$ cat config.mk
export PLATFORM = sky130hd
export DESIGN_NAME = ex_operand_stage
export DESIGN_NICKNAME = d
export VERILOG_FILES = /design/src/rtl/core_pkg.sv /design/src/rtl/fwd_mux.sv /design/src/rtl/ex_operand_stage.sv
export SDC_FILE = /design/constraint.sdc
export NUM_CORES = 1
export LEC_CHECK = 0
export ABC_AREA = 1
export BUFFER_PORTS_ARGS = -buffer_cell sky130_fd_sc_hd__buf_2
export CAP_MARGIN = 10
export CORE_UTILIZATION = 25
export DETAILED_ROUTE_END_ITERATION = 16
export HOLD_SLACK_MARGIN = 0.15
export PLACE_DENSITY = 0.53
export SLEW_MARGIN = 5
export SYNTH_ARGS = -nofsm -noshare
export SYNTH_HDL_FRONTEND = slang
export SYNTH_HIERARCHICAL = 1
export SYNTH_SLANG_ARGS = --single-unit
$ cat constraint.sdc
create_clock -name clk -period 1.73 [get_ports clk]
set_clock_uncertainty 0.15 [all_clocks]
set_input_delay 0.0865 -clock clk [delete_from_list [all_inputs] [get_ports clk]]
set_output_delay 0.0865 -clock clk [all_outputs]
set_load 0.01 [all_outputs]
$ cat src/rtl/core_pkg.sv
// Shared encodings for the RV32I pipeline: datapath width, operand-source selects, ALU codes.
package core_pkg;

  localparam int XLEN   = 32;
  localparam int RIDX_W = 5;

  localparam logic       ASRC_RS1  = 1'b0;
  localparam logic       ASRC_PC   = 1'b1;

  localparam logic [1:0] BSRC_RS2  = 2'b00;
  localparam logic [1:0] BSRC_IMM  = 2'b01;
  localparam logic [1:0] BSRC_FOUR = 2'b10;
  localparam logic [1:0] BSRC_RSVD = 2'b11;

  localparam logic [3:0] ALU_ADD  = 4'b0000;
  localparam logic [3:0] ALU_SUB  = 4'b1000;
  localparam logic [3:0] ALU_SLL  = 4'b0001;
  localparam logic [3:0] ALU_SLT  = 4'b0010;
  localparam logic [3:0] ALU_SLTU = 4'b1010;
  localparam logic [3:0] ALU_XOR  = 4'b0100;
  localparam logic [3:0] ALU_SRL  = 4'b0101;
  localparam logic [3:0] ALU_SRA  = 4'b1101;
  localparam logic [3:0] ALU_OR   = 4'b0110;
  localparam logic [3:0] ALU_AND  = 4'b0111;

  // Immediate-style constant of width w; keeps the B-operand mux free of literal casts.
  function automatic logic [XLEN-1:0] const_four();
    logic [XLEN-1:0] v;
    v = '0;
    v[2] = 1'b1;
    return v;
  endfunction

endpackage

$ cat src/rtl/fwd_mux.sv
// Resolves one source operand: x0 -> 0, else EX result, else MEM data, else register file.
// Purely combinational; EX wins over MEM because it is the younger producer.
module fwd_mux #(
  parameter int XLEN   = 32,
  parameter int RIDX_W = 5
) (
  input  logic [RIDX_W-1:0] i_idx,
  input  logic [XLEN-1:0]   i_rf_data,
  input  logic              i_ex_en,
  input  logic [RIDX_W-1:0] i_ex_rd,
  input  logic [XLEN-1:0]   i_ex_data,
  input  logic              i_mem_en,
  input  logic [RIDX_W-1:0] i_mem_rd,
  input  logic [XLEN-1:0]   i_mem_data,
  output logic [XLEN-1:0]   o_data
);

  logic w_is_x0;
  logic w_ex_hit;
  logic w_mem_hit;

  assign w_is_x0   = (i_idx == '0);
  assign w_ex_hit  = i_ex_en  && (i_ex_rd  == i_idx);
  assign w_mem_hit = i_mem_en && (i_mem_rd == i_idx);

  always_comb begin
    o_data = i_rf_data;
    if (w_is_x0) begin
      o_data = '0;
    end else if (w_ex_hit) begin
      o_data = i_ex_data;
    end else if (w_mem_hit) begin
      o_data = i_mem_data;
    end
  end

endmodule

$ cat src/rtl/ex_operand_stage.sv
// ID/EX register with operand select and EX/MEM forwarding; 1 cycle decode -> ALU operands.
// Load-use stalls decode for exactly one bubble; flush kills the entering instruction and overrides stall.
module ex_operand_stage
  import core_pkg::*;
#(
  parameter int XLEN   = core_pkg::XLEN,
  parameter int RIDX_W = core_pkg::RIDX_W
) (
  input  logic              clk,
  input  logic              rst_n,
  input  logic              id_valid,
  input  logic [XLEN-1:0]   id_pc,
  input  logic [RIDX_W-1:0] id_rs1,
  input  logic [RIDX_W-1:0] id_rs2,
  input  logic              id_use_rs1,
  input  logic              id_use_rs2,
  input  logic [XLEN-1:0]   id_rs1_data,
  input  logic [XLEN-1:0]   id_rs2_data,
  input  logic [XLEN-1:0]   id_imm,
  input  logic              id_asrc,
  input  logic [1:0]        id_bsrc,
  input  logic [3:0]        id_aluctr,
  input  logic [RIDX_W-1:0] id_rd,
  input  logic              id_regwr,
  input  logic              id_memrd,
  input  logic              id_memwr,
  input  logic [XLEN-1:0]   ex_result,
  input  logic              mem_valid,
  input  logic              mem_regwr,
  input  logic [RIDX_W-1:0] mem_rd,
  input  logic [XLEN-1:0]   mem_data,
  input  logic              flush,
  output logic              id_stall,
  output logic              ex_valid,
  output logic [XLEN-1:0]   ex_dataa,
  output logic [XLEN-1:0]   ex_datab,
  output logic [3:0]        ex_aluctr,
  output logic [XLEN-1:0]   ex_pc,
  output logic [XLEN-1:0]   ex_store_data,
  output logic [RIDX_W-1:0] ex_rd,
  output logic              ex_regwr,
  output logic              ex_memrd,
  output logic              ex_memwr
);

  logic              r_valid;
  logic [XLEN-1:0]   r_dataa;
  logic [XLEN-1:0]   r_datab;
  logic [3:0]        r_aluctr;
  logic [XLEN-1:0]   r_pc;
  logic [XLEN-1:0]   r_store;
  logic [RIDX_W-1:0] r_rd;
  logic              r_regwr;
  logic              r_memrd;
  logic              r_memwr;

  logic              w_ex_fwd_en;
  logic              w_mem_fwd_en;
  logic [XLEN-1:0]   w_rs1_fwd;
  logic [XLEN-1:0]   w_rs2_fwd;
  logic [XLEN-1:0]   w_opa;
  logic [XLEN-1:0]   w_opb;
  logic              w_rs1_dep;
  logic              w_rs2_dep;
  logic              w_load_use;

  // A load in EX has no data yet; its ALU result is the address and must not be forwarded.
  assign w_ex_fwd_en  = r_valid && r_regwr && !r_memrd;
  assign w_mem_fwd_en = mem_valid && mem_regwr;

  fwd_mux #(.XLEN(XLEN), .RIDX_W(RIDX_W)) u_fwd_rs1 (
    .i_idx      (id_rs1),
    .i_rf_data  (id_rs1_data),
    .i_ex_en    (w_ex_fwd_en),
    .i_ex_rd    (r_rd),
    .i_ex_data  (ex_result),
    .i_mem_en   (w_mem_fwd_en),
    .i_mem_rd   (mem_rd),
    .i_mem_data (mem_data),
    .o_data     (w_rs1_fwd)
  );

  fwd_mux #(.XLEN(XLEN), .RIDX_W(RIDX_W)) u_fwd_rs2 (
    .i_idx      (id_rs2),
    .i_rf_data  (id_rs2_data),
    .i_ex_en    (w_ex_fwd_en),
    .i_ex_rd    (r_rd),
    .i_ex_data  (ex_result),
    .i_mem_en   (w_mem_fwd_en),
    .i_mem_rd   (mem_rd),
    .i_mem_data (mem_data),
    .o_data     (w_rs2_fwd)
  );

  always_comb begin
    w_opa = w_rs1_fwd;
    if (id_asrc == ASRC_PC) begin
      w_opa = id_pc;
    end
  end

  always_comb begin
    w_opb = '0;
    case (id_bsrc)
      BSRC_RS2:  w_opb = w_rs2_fwd;
      BSRC_IMM:  w_opb = id_imm;
      BSRC_FOUR: w_opb = const_four();
      default:   w_opb = '0;
    endcase
  end

  assign w_rs1_dep  = id_use_rs1 && (id_rs1 == r_rd);
  assign w_rs2_dep  = id_use_rs2 && (id_rs2 == r_rd);
  assign w_load_use = id_valid && r_valid && r_memrd && (r_rd != '0) && (w_rs1_dep || w_rs2_dep);
  assign id_stall   = w_load_use && !flush;

  always_ff @(posedge clk or negedge rst_n) begin
    if (!rst_n) begin
      r_valid  <= 1'b0;
      r_dataa  <= '0;
      r_datab  <= '0;
      r_aluctr <= '0;
      r_pc     <= '0;
      r_store  <= '0;
      r_rd     <= '0;
      r_regwr  <= 1'b0;
      r_memrd  <= 1'b0;
      r_memwr  <= 1'b0;
    end else if (flush || w_load_use) begin
      // Data fields are left stale; a dead entry is identified by its cleared control bits.
      r_valid  <= 1'b0;
      r_regwr  <= 1'b0;
      r_memrd  <= 1'b0;
      r_memwr  <= 1'b0;
    end else begin
      r_valid  <= id_valid;
      r_dataa  <= w_opa;
      r_datab  <= w_opb;
      r_aluctr <= id_aluctr;
      r_pc     <= id_pc;
      r_store  <= w_rs2_fwd;
      r_rd     <= id_rd;
      r_regwr  <= id_valid && id_regwr;
      r_memrd  <= id_valid && id_memrd;
      r_memwr  <= id_valid && id_memwr;
    end
  end

  assign ex_valid      = r_valid;
  assign ex_dataa      = r_dataa;
  assign ex_datab      = r_datab;
  assign ex_aluctr     = r_aluctr;
  assign ex_pc         = r_pc;
  assign ex_store_data = r_store;
  assign ex_rd         = r_rd;
  assign ex_regwr      = r_regwr;
  assign ex_memrd      = r_memrd;
  assign ex_memwr      = r_memwr;

endmodule

# ---- Word level (Yosys, flattened, before mapping)
# Index checks and enable logic that the tools add are counted.
dict set report totals {
  ff_bits 141
  out_inout_bits 142
}
dict set report classes {
  reduce_logical 25
  eq_ne 8
  muxes 12
}
# cell count
set ops {}
lappend ops {{$mux W32} 7}
lappend ops {{$pmux W32 S3} 1}
lappend ops {{$eq A5 B5 Y1} 6}
lappend ops {{$logic_and A1 B1 Y1} 17}
lappend ops {{$logic_not A5 Y1} 2}
lappend ops {{$reduce_bool A5 Y1} 1}
lappend ops {{$mux W1} 4}
lappend ops {{$eq A2 B1 Y1 const B} 1}
lappend ops {{$eq A2 B2 Y1 const B} 1}
lappend ops {{$logic_not A1 Y1} 2}
lappend ops {{$logic_not A2 Y1} 1}
lappend ops {{$logic_or A1 B1 Y1} 2}

# ---- Longest topological paths before layout
dict set report logic_depth {
  ltp_word 6
  depth_mapped 14
  ltp_nobuf 13
}

# ---- By module
# Netlist, hierarchy kept.
# mod area_per_inst_um2 seq_area_each_um2 cells_per_inst n_inst
set modules_own_cells {}
lappend modules_own_cells {ex_operand_stage 6586.3 3528.4 813 1}
lappend modules_own_cells {fwd_mux 1411.4 0.0 299 2}

# ---- Least setup slack after synthesis
# No wires, ideal clock.
dict set report synth_timing {
  path_type {register to register}
  start {reg r_rd[3], in the netlist ex_rd[3]}
  end {reg r_dataa[10], in the netlist ex_dataa[10]}
  setup_ns 0.117
  arrival_ns 1.689
  path_slack_ns -0.226
  required_ns 1.463
  path_stages_with_launch 14
  period_less_slack_ns 1.956
  cell_sequence {dfrtp_1 > inv_1 > nand2_1 > nand2_1 > nor2_1 > nand3_4 > buf_6 > nor2_2 > nor2_1 > nand2_1 > inv_1 > mux2_2 > nand3_1 > nand2_1}
}
dict set report synth_via {
  elab_chain_cells 5
}
# element line_no
set synth_lines {}
lappend synth_lines {{start: declaration} ex_operand_stage.sv:52} ;# logic [RIDX_W-1:0] r_rd;
lappend synth_lines {{start signal: assignment} ex_operand_stage.sv:142} ;# r_rd <= id_rd;
lappend synth_lines {{$eq A5 B5 Y1} fwd_mux.sv:23} ;# assign w_ex_hit = i_ex_en && (i_ex_rd == i_idx);
lappend synth_lines {{$logic_and A1 B1 Y1} fwd_mux.sv:23}
lappend synth_lines {{$mux W32} fwd_mux.sv:30} ;# end else if (w_ex_hit) begin
lappend synth_lines {{$mux W32} fwd_mux.sv:28} ;# if (w_is_x0) begin
lappend synth_lines {{net w_rs1_fwd[10]} ex_operand_stage.sv:59} ;# logic [XLEN-1:0] w_rs1_fwd;
lappend synth_lines {{$mux W32} ex_operand_stage.sv:97} ;# if (id_asrc == ASRC_PC) begin
lappend synth_lines {{end signal: assignment} ex_operand_stage.sv:137} ;# r_dataa <= w_opa;
lappend synth_lines {{end: declaration} ex_operand_stage.sv:47} ;# logic [XLEN-1:0] r_dataa;
# The timed path passes the listed nets, and every way through them passes these cells.
# A chain may end at the register's enable or synchronous reset.

# ---- Worst setup path after layout
dict set report layout_timing {
  start {reg r_rd[0], in the netlist ex_rd[0]}
  end {reg r_aluctr[3], in the netlist ex_aluctr[3]}
}
dict set report layout_via {
  elab_chain_cells 5
}
# element line_no
set layout_lines {}
lappend layout_lines {{$eq A5 B5 Y1 (on tied branches)} {ex_operand_stage.sv:112, ex_operand_stage.sv:113}}
lappend layout_lines {{$logic_and A1 B1 Y1 (on tied branches)} {ex_operand_stage.sv:112, ex_operand_stage.sv:113}}
lappend layout_lines {{$logic_or A1 B1 Y1} ex_operand_stage.sv:114} ;# assign w_load_use = id_valid && r_valid && r_memrd && (r_rd != '0) && (w_rs1_dep || w_rs2_dep);
lappend layout_lines {{$logic_and A1 B1 Y1 (*)} ex_operand_stage.sv:114}
lappend layout_lines {{$logic_or A1 B1 Y1 (*)} ex_operand_stage.sv:129} ;# end else if (flush || w_load_use) begin
lappend layout_lines {{end signal: assignment} ex_operand_stage.sv:139} ;# r_aluctr <= id_aluctr;
lappend layout_lines {{end: declaration} ex_operand_stage.sv:49} ;# logic [3:0] r_aluctr;
# Every way passes the cells marked *; elsewhere a longest branch is shown, timed or not.

==> flow_metrics.py <==
metrics = {
    "timing": {
        "setup_viol": 142,
        "clock.fmax_mhz": 451,
        "setup_slack_ns": -0.486,
        "slew-limit-headroom_pct": 57.2,
        "min_period_ns": 2.22,
        "hold_violations": 0,
        "slew_viol_final": 0,
        "worstMarginPinSlew_ns": 0.641,
        "grt_setup_unrepaired": "yes",
        "hold_ws_ns": 0.161,
        "fin_crit_sh_pct": 128,
    },
    "routing": {
        "viasPerCell": 4.80,
        "ant_nets": 0,
        "routed_wl_mm": 52.5,
        "first_pass_iters": 5,
        "vias": 12424,
        "route.detailed.drc": 0,
        "wl_per_cell_um": 20.3,
        "drtIter0Drc": 914,
    },
    "clock_network": {
        "cts_root_buf": "clkbuf_16",
        "clock_latency_ns": 0.45,
        "numCtsBuffers": 17,
        "clkTransAtPathRegs_ns": 0.07,
        "clk_path_buf_depth": 2,
        "htree_levels": 4,
        "cts_tree": "built",
        "clock_sinks": 141,
    },
    "yosys": {
        "seq_area_frac_synth_pct": 37.5,
        "ys_ff_latch": 141,
        "syn_nets": 1641,
        "synth_cell_type_count": 20,
        "synth-async-reset-ratio_pct": 100,
        "netlist_area_sq_um": 9410,
        "yosysMostFrequentCell": "nand2_1",
        "synth_commonest_cells": "nand2_1, nand3_1, dfrtp_1, nor2_1, inv_1",
        "ys.flop_type": "dfrtp_1",
        "syn_inst": 1411,
        "synth_largest_area_cell": "dfrtp_1",
        "synth_edf_count": 0,
        "syn_avg_cell_area_sq_um": 6.67,
        "netlist.area_leader.share_pct": 37.5,
        "synthTopCellsByArea": "dfrtp_1, nand2_1, nand3_1",
        "yosysWarningCount": 6,
    },
    "worst_setup_path": {
        "cp.arrival_ns": 2.40,
        "cpPeakStageDelay_ns": 0.44,
        "cp_top_family": "buffers and inverters",
        "path_cells": "buf_4 > inv_2 > nor2_1 > nor2_1 > nand3_1 > nand2_2 > nand2_4 > buf_6 > buf_12 > buf_12 > buf_16 > clkbuf_16 > nand3_1 > nand2_1",
        "cp_max_fo": 6,
        "worstSetupEndpointType": "flip-flop",
        "cp.required_ns": 1.91,
        "cp-start-kind": "flip-flop",
        "slowest_stage": "dfrtp_2",
        "cp_num_buf_inv": 7,
        "crit_type": "reg2reg",
    },
    "cells_and_area": {
        "layout-drive-gt1-share_pct": 45.3,
        "fin_area_sq_um": 17900,
        "instances_no_fill": 2590,
        "final_util_pct": 48.7,
        "nets": 2334,
        "areaGrowthSynthToFinish_pct": 90.2,
    },
    "grt": {
        "grt_max_degree": 48,
        "grt_use_total_pct": 25.4,
        "grt_pass1_vias": 12185,
        "antenna_found_initial": 4,
        "grt_pass1_wl_mm": 73.3,
        "grt_remaining_overflow": 0,
    },
    "pwr": {
        "p_leak_nw": 9.61,
        "peakVddDrop_v": 0.000680,
        "power_density_nw_per_um2": 630,
    },
    "job": {
        "cap_violations": 0,
    },
    "floorplanning": {
        "core_area_sq_um": 36800,
        "num_rows": 70,
        "pin_count": 372,
        "fp.dieArea_sq_um": 38400,
        "die_w_um": 196,
        "die_y_um": 196,
        "start_util_pct": 25.6,
    },
    "placement": {
        "preCtsSetupSlack_ns": -0.330,
        "portBuffers": 371,
        "place_inst": 2250,
        "placed_cell_area_sq_um": 12400,
        "place_hpwl_mm": 33.4,
        "gp_congestion": 0.954,
    },
    "run_status": {
        "status": "finished with violations",
        "violations": "setup timing",
    },
    "worst_hold_path": {
        "hold_path_class": "in2reg",
    },
}
[final timing paths]
kind / depth (start not counted) / from / slack, ns / to
worst min register to register: 2 / ex_dataa[12] / 0.32 / ex_dataa[12]
max in group asynchronous: 4 / rst_n / 0.22 / ex_datab[6]
min in group asynchronous: 3 / rst_n / 0.55 / ex_datab[19]
worst min-delay path: 8 / id_rs1_data[8] / 0.16 / ex_dataa[8]
worst max register to register: 14 / ex_rd[0] / -0.49 / ex_aluctr[3]
worst max-delay path: 14 / ex_rd[0] / -0.49 / ex_aluctr[3]
[cell families after synthesis]
family                 Yosys count  synth area share, %
AOI/OAI and AO/OA                1               0.0531
buffers and inverters          211                 10.5
DFF                            141                 37.5
muxes                           32                 3.83
and+or+nand+nor               1026                 48.1
[area by class of cell]
| type | instances | area, sq um |
|---|---|---|
| inverter | 110 | 415 |
| clock buffer | 19 | 443 |
| tap | 468 | 586 |
| sequential | 141 | 3530 |
| timing repair buffer | 772 | 6680 |
| fill | 3533 | 18900 |
| multi-input combinational | 1062 | 6040 |
| clock inverter | 13 | 189 |
| antenna | 5 | 12.5 |
[worst min-delay path, delay by kind of cell]
family,cells,cell delay (ns)
buf+inv,2,0.17
mux,1,0.14
simple gates,5,0.34
[metal layers]
layer  wire [um]  global-route usage, %  part of all wire [%]  vias up
met5           0                      0                     0        -
met4        1810                   10.8                   3.5        0
met3        2930                   4.04                   5.6       97
met2       25000                   41.0                    48      526
met1       22700                   33.6                    43     5903
li1            -                      -                     -     5898
[power by group]
group	internal, W	switching, W	total (W)	leakage (nW)
registers	0.00361	0.000246	0.00386	1.75
clock network	0.00246	0.00162	0.00408	0.304
logic	0.00156	0.00179	0.00334	7.56
total	0.00763	0.00365	0.0113	9.61
[through the flow]
| step | total power [W] | TNS [ns] |
|---|---|---|
| finish | 0.0113 | -55.63 |
| global placement | 0.00623 | -31.24 |
| detailed placement | 0.00624 | -31.53 |
| global route | 0.0118 | -66.05 |
| floorplan | 0.00497 | -4.14 |
| CTS | 0.0111 | -54.62 |
[flip-flops by register name, indices dropped and copies added (netlist names)]
signal,count
ex_dataa,32
ex_datab,32
ex_pc,32
ex_store_data,32
ex_rd,5
ex_aluctr,4
ex_memrd,1
ex_memwr,1
ex_regwr,1
ex_valid,1
[layout by cell type (no fill, tap or decap), drive strengths merged]
cell type | netlist | routed
nand4 | 66 | 66
bufbuf | 0 | 1
diode | 0 | 5
a21oi | 1 | 1
mux2 | 32 | 32
clkinvlp | 0 | 2
clkbuf | 25 | 32
nand3 | 240 | 240
dlygate4sd3 | 0 | 227
buf | 76 | 531
nor2 | 160 | 160
nor3 | 3 | 3
nand2 | 557 | 560
dfrtp | 141 | 141
clkinv | 0 | 6
inv | 110 | 111
bufinv | 0 | 4
[timing repair]
action,4_1_cts,5_1_grt
cloned,24,19
endpoints found under the setup margin,142,142
endpoints found under the hold margin,282,0
pin swaps,38,69
hold buffers,227,0
gates resized for setup,109,312
buffers inserted,30,15
No activity file was read; power rests on OpenSTA's default activity.
